File: src/rtl/adc_spi_streamer_pkg.sv
// Shared definitions for the ADC SPI streamer: FSM states and fixed widths.
package adc_pkg;

   typedef enum logic [2:0] {
      ST_IDLE,
      ST_CNV,
      ST_WAIT_BUSY,
      ST_SHIFT,
      ST_PUSH
   } adc_state_t;

   // Width of every word presented on the output stream.
   localparam int SampleWidth = 32;

   // Flops between the asynchronous ADC BUSY pin and the FSM.
   localparam int SyncStages = 2;

   // Cycles spent in WAIT_BUSY before a low BUSY is believed; covers the
   // synchroniser lag right after CNV drops.
   localparam int BusySettleCycles = 3;

endpackage

File: src/rtl/adc_spi_streamer_if.sv
// AXI-Stream data channel between the streamer and the packetizer.
interface adc_spi_streamer_if;
   import adc_pkg::*;

   logic [SampleWidth-1:0] tdata;
   logic                   tvalid;
   logic                   tready;

   modport master (output tdata, output tvalid, input tready);
   modport slave  (input tdata, input tvalid, output tready);

endinterface

File: src/rtl/adc_spi_streamer_sync_fifo.sv
// First-word-fall-through synchronous FIFO; head word is always on dout.
module sync_fifo #(
   parameter int Width = 32,
   parameter int Depth = 4
) (
   input  logic                     aclk,
   input  logic                     aresetn,
   input  logic                     push,
   input  logic [Width-1:0]         din,
   output logic                     full,
   input  logic                     pop,
   output logic [Width-1:0]         dout,
   output logic                     empty,
   output logic [$clog2(Depth):0]   level
);

   localparam int AW = $clog2(Depth);

   logic [Width-1:0] mem [Depth];
   logic [AW:0]      wr_cnt;
   logic [AW:0]      rd_cnt;
   logic             do_pop;
   logic             do_push;

   assign level   = wr_cnt - rd_cnt;
   assign full    = (level == (AW+1)'(Depth));
   assign empty   = (level == '0);
   assign dout    = mem[rd_cnt[AW-1:0]];
   assign do_pop  = pop && !empty;
   // A pop in the same cycle frees the slot, so a push into a full FIFO still lands.
   assign do_push = push && (!full || do_pop);

   // Read/write counters carry one extra bit so full and empty are distinguishable.
   always_ff @(posedge aclk or negedge aresetn) begin
      if (!aresetn) begin
         wr_cnt <= '0;
         rd_cnt <= '0;
      end else begin
         if (do_push) wr_cnt <= wr_cnt + 1'b1;
         if (do_pop)  rd_cnt <= rd_cnt + 1'b1;
      end
   end

   // Storage array; contents need no reset since the counters define validity.
   always_ff @(posedge aclk) begin
      if (do_push) mem[wr_cnt[AW-1:0]] <= din;
   end

endmodule

File: src/rtl/adc_spi_streamer.sv
// Conversion-start / SPI-read ADC front end feeding an AXI-Stream FIFO.
module adc_spi_streamer
   import adc_pkg::*;
#(
   parameter int DataBits    = 24,
   parameter int SckDiv      = 2,
   parameter int CnvCycles   = 4,
   parameter int BusyTimeout = 1024,
   parameter int FifoDepth   = 4
) (
   input  logic                          aclk,
   input  logic                          aresetn,
   input  logic                          enable,
   input  logic                          trigger,
   output logic                          adc_cnv,
   input  logic                          adc_busy,
   output logic                          spi_cs_n,
   output logic                          spi_sck,
   input  logic                          spi_sdo,
   adc_spi_streamer_if.master            m_axis_data,
   output logic [31:0]                   dropped_count,
   output logic                          busy_timeout,
   output logic [$clog2(FifoDepth):0]    fifo_level
);

   localparam int CntMax0 = (BusyTimeout > CnvCycles) ? BusyTimeout : CnvCycles;
   localparam int CntMax  = (CntMax0 > BusySettleCycles) ? CntMax0 : BusySettleCycles + 1;
   localparam int CntW    = $clog2(CntMax + 1);
   localparam int PhW     = $clog2(2 * SckDiv + 1);
   localparam int BitW    = $clog2(DataBits + 1);

   adc_state_t              state;
   logic [CntW-1:0]         cnt;
   logic [PhW-1:0]          phase;
   logic [BitW-1:0]         bit_cnt;
   logic [DataBits-1:0]     shreg;
   logic [SyncStages-1:0]   busy_sync;
   logic                    busy_s;

   logic                    fifo_push;
   logic                    fifo_pop;
   logic                    fifo_full;
   logic                    fifo_empty;
   logic [SampleWidth-1:0]  push_data;
   logic [SampleWidth-1:0]  fifo_dout;

   assign busy_s    = busy_sync[SyncStages-1];
   assign push_data = SampleWidth'($signed(shreg));
   assign fifo_push = (state == ST_PUSH);
   assign fifo_pop  = !fifo_empty && m_axis_data.tready;

   assign m_axis_data.tvalid = !fifo_empty;
   assign m_axis_data.tdata  = fifo_dout;

   // Two-flop synchroniser for the asynchronous BUSY pin.
   always_ff @(posedge aclk or negedge aresetn) begin
      if (!aresetn) busy_sync <= '0;
      else          busy_sync <= {busy_sync[SyncStages-2:0], adc_busy};
   end

   // Conversion / SPI read sequencer with registered ADC-side outputs.
   always_ff @(posedge aclk or negedge aresetn) begin
      if (!aresetn) begin
         state         <= ST_IDLE;
         adc_cnv       <= 1'b0;
         spi_cs_n      <= 1'b1;
         spi_sck       <= 1'b0;
         cnt           <= '0;
         phase         <= '0;
         bit_cnt       <= '0;
         shreg         <= '0;
         busy_timeout  <= 1'b0;
         dropped_count <= '0;
      end else begin
         unique case (state)
            ST_IDLE: begin
               if (trigger && enable) begin
                  state   <= ST_CNV;
                  adc_cnv <= 1'b1;
                  cnt     <= '0;
               end
            end
            ST_CNV: begin
               if (cnt == CntW'(CnvCycles - 1)) begin
                  adc_cnv <= 1'b0;
                  cnt     <= '0;
                  state   <= ST_WAIT_BUSY;
               end else begin
                  cnt <= cnt + 1'b1;
               end
            end
            ST_WAIT_BUSY: begin
               if (!busy_s && cnt >= CntW'(BusySettleCycles)) begin
                  state    <= ST_SHIFT;
                  spi_cs_n <= 1'b0;
                  spi_sck  <= 1'b0;
                  phase    <= '0;
                  bit_cnt  <= '0;
               end else if (cnt == CntW'(BusyTimeout - 1)) begin
                  busy_timeout <= 1'b1;
                  state        <= ST_IDLE;
               end else begin
                  cnt <= cnt + 1'b1;
               end
            end
            ST_SHIFT: begin
               if (phase == PhW'(SckDiv - 1)) begin
                  // SDO is captured on the same edge that raises SCK.
                  spi_sck <= 1'b1;
                  shreg   <= {shreg[DataBits-2:0], spi_sdo};
                  phase   <= phase + 1'b1;
               end else if (phase == PhW'(2 * SckDiv - 1)) begin
                  spi_sck <= 1'b0;
                  phase   <= '0;
                  if (bit_cnt == BitW'(DataBits - 1)) begin
                     spi_cs_n <= 1'b1;
                     state    <= ST_PUSH;
                  end else begin
                     bit_cnt <= bit_cnt + 1'b1;
                  end
               end else begin
                  phase <= phase + 1'b1;
               end
            end
            ST_PUSH: begin
               if (fifo_full && !fifo_pop && dropped_count != '1)
                  dropped_count <= dropped_count + 1'b1;
               state <= ST_IDLE;
            end
            default: state <= ST_IDLE;
         endcase
      end
   end

   sync_fifo #(
      .Width (SampleWidth),
      .Depth (FifoDepth)
   ) u_fifo (
      .aclk    (aclk),
      .aresetn (aresetn),
      .push    (fifo_push),
      .din     (push_data),
      .full    (fifo_full),
      .pop     (fifo_pop),
      .dout    (fifo_dout),
      .empty   (fifo_empty),
      .level   (fifo_level)
   );

endmodule

File: src/flat_wrapper.sv
// flat-port wrapper written by rule: the top's interface ports become plain ports
module adc_spi_streamer_flat import adc_pkg::*;
#(
   parameter int DataBits    = 24,
   parameter int SckDiv      = 2,
   parameter int CnvCycles   = 4,
   parameter int BusyTimeout = 1024,
   parameter int FifoDepth   = 4
)
  (aclk, aresetn, enable, trigger, adc_cnv, adc_busy, spi_cs_n, spi_sck, spi_sdo, dropped_count, busy_timeout, fifo_level, m_axis_data_tdata, m_axis_data_tvalid, m_axis_data_tready);
  adc_spi_streamer_if m_axis_data_i ();
  input  logic aclk;
  input  logic aresetn;
  input  logic enable;
  input  logic trigger;
  output logic adc_cnv;
  input  logic adc_busy;
  output logic spi_cs_n;
  output logic spi_sck;
  input  logic spi_sdo;
  output logic [31:0] dropped_count;
  output logic busy_timeout;
  output logic [$clog2(FifoDepth):0] fifo_level;
  output wire logic [$bits(m_axis_data_i.tdata)-1:0] m_axis_data_tdata;
  output wire logic [$bits(m_axis_data_i.tvalid)-1:0] m_axis_data_tvalid;
  input wire logic [$bits(m_axis_data_i.tready)-1:0] m_axis_data_tready;
  assign m_axis_data_tdata = m_axis_data_i.tdata;
  assign m_axis_data_tvalid = m_axis_data_i.tvalid;
  assign m_axis_data_i.tready = m_axis_data_tready;
  adc_spi_streamer #(.DataBits(DataBits), .SckDiv(SckDiv), .CnvCycles(CnvCycles), .BusyTimeout(BusyTimeout), .FifoDepth(FifoDepth)) u_core (.aclk(aclk), .aresetn(aresetn), .enable(enable), .trigger(trigger), .adc_cnv(adc_cnv), .adc_busy(adc_busy), .spi_cs_n(spi_cs_n), .spi_sck(spi_sck), .spi_sdo(spi_sdo), .m_axis_data(m_axis_data_i), .dropped_count(dropped_count), .busy_timeout(busy_timeout), .fifo_level(fifo_level));
endmodule
File: config.mk
export PLATFORM = sky130hd
export DESIGN_NAME = adc_spi_streamer_flat
export DESIGN_NICKNAME = d
export VERILOG_FILES = /design/src/rtl/adc_spi_streamer_pkg.sv /design/src/rtl/adc_spi_streamer_if.sv /design/src/rtl/adc_spi_streamer_sync_fifo.sv /design/src/rtl/adc_spi_streamer.sv /design/src/flat_wrapper.sv
export SDC_FILE = /design/constraint.sdc
export NUM_CORES = 1
export LEC_CHECK = 0
export CORE_MARGIN = 2
export CORE_UTILIZATION = 61
export CTS_CLUSTER_DIAMETER = 150
export DETAILED_ROUTE_END_ITERATION = 7
export GPL_ROUTABILITY_DRIVEN = 0
export PLACE_DENSITY = 0.95
export SLEW_MARGIN = 20
export SYNTH_ARGS = -nofsm -noshare
export SYNTH_HDL_FRONTEND = slang
export SYNTH_SLANG_ARGS = --single-unit
File: constraint.sdc
create_clock -name aclk -period 7.6 [get_ports aclk]
set_input_delay 0.76 -clock aclk [delete_from_list [all_inputs] [get_ports aclk]]
set_output_delay 0.76 -clock aclk [all_outputs]
set_load 0.02 [all_outputs]
# Word-level counts from Yosys, hierarchy flattened
# Memories as Yosys holds them, arrays and structs flattened.
# Cells that the tools add are included.
[totals]
reg_bits = 90
latch_bits = 0
ramBits = 128
romBits = 0
in_bits = 7
output_inout_bits = 72
wordCells = 107
n_memories = 1
[op_classes]
n_addsub = 7
mul = 0
div_mod_pow = 0
order_cmp = 1
eq_ne = 22
shift = 0
n_mux = 35
bitwise = 1
reduce_logical = 27
[memory_table]
columns = ["memory", "depth", "width", "read_ports", "rd_ports_with_merged_regs", "wr", "line", "source"]
rows = [
  ["u_core.u_fifo.mem", 4, 32, 1, 0, 1, "adc_spi_streamer_sync_fifo.sv:19", "logic [Width-1:0] mem [Depth];"],
]
[op_table]
columns = ["operator", "n"]
rows = [
  ["2-to-1 mux 11 bit", 4],
  ["one-hot mux 11 bit (3 select lines)", 1],
  ["adder 32 x 1 -> 32 bit (second input constant)", 1],
  ["!= test 32 bit (second input constant)", 1],
  ["2-to-1 mux 3 bit", 10],
  ["2-to-1 mux 5 bit", 4],
  ["one-hot mux 3 bit (4 select lines)", 1],
  ["adder 11 x 1 -> 11 bit (second input constant)", 1],
  ["equality test 11 x 10 -> 1 bit (second input constant)", 1],
  ["equality test 11 x 2 -> 1 bit (second input constant)", 1],
  [">= comparator 11 x 2 -> 1 bit (second input constant)", 1],
  ["2-to-1 mux 1 bit", 10],
  ["!= test 2 x 1 -> 1 bit (second input constant)", 5],
  ["one-hot mux 5 bit (2 select lines)", 1],
  ["AND reduction 5 bit", 2],
  ["adder 3 x 1 -> 3 bit (second input constant)", 3],
  ["equality test 3 x 2 -> 1 bit (second input constant)", 3],
  ["AND reduction 3 bit", 3],
  ["!= test 2 bit (second input constant)", 4],
  ["logical AND 1 bit", 7],
  ["equality test 3 x 1 -> 1 bit (second input constant)", 2],
  ["equality test 3 bit (second input constant)", 2],
  ["logical NOT 3 bit", 2],
  ["!= test 3 x 1 -> 1 bit (second input constant)", 2],
  ["13 further kinds", 21],
]

# Longest topological paths before layout
[logic_depth]
ltp_word = 9
ltp_mapped = 10

# By module
# A second synthesis with hierarchy kept.
[hier_totals]
cells_unflattened = 583
hier_area_um2 = 9086.2
[by_module_without_submodules]
columns = ["mod", "instances", "cells_each", "area_each_um2"]
rows = [
  ["sync_fifo", 1, 211, 5073.6],
  ["adc_spi_streamer", 1, 372, 4012.6],
]

# Worst setup path after synthesis
# Ideal clock, no wire load.
[synth_timing]
path_type = "register to output"
start = "reg u_core.u_fifo.rd_cnt[0]"
end = "out m_axis_data_tdata[24]"
t_arrival_ns = 2.163
t_required_ns = 6.840
setup_slack_ns = 4.677
stages_incl_launch_ff = 5
path_buffers = 3
cell_sequence = "dfrtp_1 > clkbuf_1 > buf_1 > mux4_2 > buf_4"
[synth_via]
elab_chain_len = 1
[synth_rtl]
columns = ["element", "line", "source"]
rows = [
  ["from (decl)", "adc_spi_streamer_sync_fifo.sv:21", "logic [AW:0] rd_cnt;"],
  ["from (signal assigned)", "adc_spi_streamer_sync_fifo.sv:40", "if (do_pop) rd_cnt <= rd_cnt + 1'b1;"],
  ["memory (4 x 32 bit)", "-", ""],
  ["to (decl)", "flat_wrapper.sv:24", "output wire logic [$bits(m_axis_data_i.tdata)-1:0] m_axis_data_tdata;"],
]
# No other way between the ends.

# Worst setup path after layout
[layout_timing]
start = "reg u_core.u_fifo.wr_cnt[0]"
end = "out m_axis_data_tvalid"
[layout_via]
elab_chain_len = 3
[layout_rtl]
columns = ["element", "line", "source"]
rows = [
  ["from (decl)", "adc_spi_streamer_sync_fifo.sv:20", "logic [AW:0] wr_cnt;"],
  ["from (signal assigned)", "adc_spi_streamer_sync_fifo.sv:39", "if (do_push) wr_cnt <= wr_cnt + 1'b1;"],
  ["subtractor 3 bit", "adc_spi_streamer_sync_fifo.sv:25", "assign level = wr_cnt - rd_cnt;"],
  ["logical NOT 3 bit", "adc_spi_streamer_sync_fifo.sv:27", "assign empty = (level == '0);"],
  ["logical NOT 1 bit", "adc_spi_streamer.sv:52", "assign m_axis_data.tvalid = !fifo_empty;"],
  ["to (decl)", "flat_wrapper.sv:25", "output wire logic [$bits(m_axis_data_i.tvalid)-1:0] m_axis_data_tvalid;"],
]
# No other way between the ends.

==> results.md <==
* Final Cycle Share at a little under half
* Vias per std cell at slightly below 6
* Worst setup EP type: primary output
* DRC at 0
* Initial Util at 61.80%
* DIE AREA at between 10000 and 15000 µm²
* Initial antenna violation count at 0
* Xor/xnor cell area share of the yosys netlist at ~4.5%
* Layout Skew at about 0.0079 ns
* Clk_lat worst skew at between 0.4 and 0.5 ns
* Final setup violation count at 0
* Post-synthesis cell count at 511
* Filler instances at just under 800
* Site row count at between 40 and 50
* Cell family with most CP delay: buffers and inverters
* Max_cap viols at 0
* Relative slew slack at a little under a third
* M1 wire length at just under 6000 µm
* Syn avg cell area at approximately 15 µm²
* Post-Synth Simple-Gate Area at ~9.7%
* Wire per inst at around 19 µm
* Met2 wire length at between 7000 and 8000 µm
* Routed WL at 14480 µm
* Post-synthesis net count at 530
* Final hold vios at 0
* Die Ht at roughly 120 µm
* Peak VDD IR at 177.9 µV
* Met3 WL at 763 µm
* DP HPWL at 8936 µm
* Largest family of logic cells by synthesized area: multiplexers
* Commonest register cell after synthesis: edfxtp_1
* Vias at roughly 4600
* Inst Count DP at 740
* Leakage at 0.003787 µW
* Pwr dens at ~240 nW/µm²
* Type of the tightest min-delay check: reg2reg
* Aggregate global routing overflow at 0
* Largest net degree at the start of global routing at between 90 and 100
* Uppermost routed layer: met4
* Unique masters post-synth at 55
* CP bufs+invs at 2
* Core area at approximately 13000 µm²
* First-pass GRT wire length at about 24000 µm
* Number of nets still failing antenna checks after routing at 0
* GRT Total Usage at a little under a quarter
* Sequential Area at between 5000 and 6000 µm²
* Post-CTS setup buffer count at 0
* Multi-input combinational cell area at about 2400 µm²
* Final layout net count at 606
* Critical Path Slowest Stage Cell: clkdlybuf4s50_1
* Fin crit period at ~3.4 ns
* Pre-antenna DRT Iters at 5
* Clock net sink count at 186
* RSZ-0062 raised after global routing: no
* Port buffer count at approximately 80
* Post-cts resize count at 0
* Worst-margin pin slew at around 1.0 ns
* Number of CTS-inserted buffers at 17
* Fin cells at slightly below 800
* Synth Area in Compound Gates at 4.303%
* Vias in the first global route at 4783
* Worst path arrival time at about 2.7 ns
* Crit-path cells: inv_1 > ha_1 > fa_1 > xnor3_1 > nand3_1 > clkdlybuf4s50_1
* CTS tree: built
* Worst setup SP type: register
* Total Power at between 2000 and 2500 µW
* Synthesized area at 7735 µm²
* Hold buffers post-CTS at 0
* CTS H-Tree Depth at 4
* Adder-cell share of the synthesized area at 2.038%
* Worst Path Required at around 7 ns
* Top-Level Pins at approximately 80
* Area Overhead vs Synth at 19.22%
* Number of synthesized flops with an enable pin at 96
* Root buffer cell: clkbuf_16
* Setup TNS at 0 ns
* Fmax at 291.7 MHz
* Sequential share of the synthesized area at 66.40%
* Slowest Stage Delay on Critical Path at about 0.65 ns
* Mux contribution to synthesized area at 10.77%
* Critical path type: reg2out
* FF+latch count, synth at about 190
* Clk slew on worst S/H paths at 0.07 ns
* Hold Slack at between 0.3 and 0.4 ns
* Warnings, synthesis at 0
* Status: finished, final reports clean
* Number of DRC markers in iteration 0 at just under 400
* Clock buffer depth at 2
* Layout cells sized above 1 at ~17%
* FFs w/ async S/R, synth at about 48%
* Core Util, Final at between 70% and 80%
* Crit path max fanout at 4
* Max-slew violation count at 0
* Die W at between 100 and 150 µm
* Inserted Diodes at 0
[layout by cell type, fill, tap and decap left out, types with 3 or more instances in the layout]
cell             instances
a21oi_1                  5
o21ai_1                 10
and2_1                   4
and3_1                   7
xnor2_1                 27
nand2_1                 29
nand3_1                 24
o21ai_0                 11
nand4_1                 14
clkinvlp_4               3
dfrtp_1                 89
nor4_1                   5
xor2_1                  10
edfxtp_1                96
mux2_2                  22
and4_1                   4
o31ai_1                  9
ha_1                    11
nor3_1                   4
and2_2                   4
nand2b_1                 4
buf_4                    3
inv_1                   13
a31oi_1                  4
mux4_2                  24
nor2_1                  20
clkbuf_16               17
clkdlybuf4s50_1         77
inv_6                    7
mux2_1                   4
[stage by stage]
stage                     setup slack [ns]  area (µm²)
after detailed placement             4.348        8626
after CTS                            4.157        9214
after floorplan                      4.677        7735
after global routing                 4.073        9221
final                                4.172        9221
after global placement               4.541        8625
[layout make-up]
type	instances	share of cell area, %
clock buffers	17	4.613
clock inverters	15	1.764
inverters	13	0.5292
multi-input cells	288	26.34
flip-flops and latches	186	55.70
well taps	172	2.334
repair buffers	81	8.725
[sequential cells by signal (all words and copies together) (netlist names), 2 cells and up]
register and cells:
u_core.shreg 24, u_core.cnt 11, u_core.u_fifo.mem 96, u_core.u_fifo.wr_cnt 3, u_core.u_fifo.rd_cnt 3, u_core.state 3, u_core.busy_sync 2, u_core.phase 3
u_core.bit_cnt 5, u_core.dropped_count 32
[final timing paths]
check / start / end / slack (ns) / cells after the start
min: u_core.busy_sync[0]$_DFF_PN0_ / u_core.busy_sync[1]$_DFF_PN0_ / 0.35 / 0
max reg2reg: u_core.u_fifo.wr_cnt[0]$_DFFE_PN0N_ / u_core.dropped_count[29]$_DFFE_PN0P_ / 4.28 / 9
max: u_core.u_fifo.wr_cnt[0]$_DFFE_PN0N_ / m_axis_data_tvalid / 4.17 / 6
min reg2reg: u_core.busy_sync[0]$_DFF_PN0_ / u_core.busy_sync[1]$_DFF_PN0_ / 0.35 / 0
min in group asynchronous: aresetn / u_core.state[2]$_DFFE_PN0P_ / 0.42 / 1
max in group asynchronous: aresetn / u_core.shreg[5]$_DFFE_PN0P_ / 6.65 / 1
[cell families (layout without fill, tap and decap cells)]
group,Yosys count,after routing
AO/OA/AOI/OAI,51,51
XOR/XNOR,38,38
adder cells (fa/ha/maj),12,12
buffers and inverters,37,126
flip-flops,186,186
multiplexers,50,50
AND/OR/NAND/NOR,137,137
[where the power goes]
group | internal, µW | leakage [µW] | switching [µW]
clock network | 491 | 0.000282 | 391
registers | 1060 | 0.00231 | 9.64
logic | 116 | 0.00120 | 147
total | 1670 | 0.00379 | 548
[cells in the mapped netlist (all sizes together) (7+ instances only)]
cell	n	area (µm²)
ha	11	137.6
nand3	24	120.1
mux4	24	540.5
and2	8	50.05
xor2	10	87.58
mux2	26	292.8
inv	13	48.80
o21ai	21	105.1
o31ai	9	67.56
dfrtp	89	2227
nor2	23	96.35
xnor2	27	236.5
nand4	14	87.58
and3	7	43.79
nand2	30	115.1
nor3	7	56.31
buf	17	102.6
edfxtp	96	2883
clkbuf	7	26.28
[worst register-to-register path: cells and delay by family, from the launching register on]
kind,cells,cell delay (ns)
AOI/OAI and AO/OA,1,0.51
and+or+nand+nor,3,1.11
adders and majority gates,2,0.64
DFF,1,0.39
buffers and inverters,1,0.12
xor gates and xnor gates,2,0.47
[routing by layer]
layer / vias up / track usage, %
met2: 158 / 39.61
met3: 37 / 5.501
met5: - / 0
li1: 2064 / -
met1: 2298 / 29.55
met4: 0 / 10.75
Note: power is estimated with default switching activity, not from simulation.
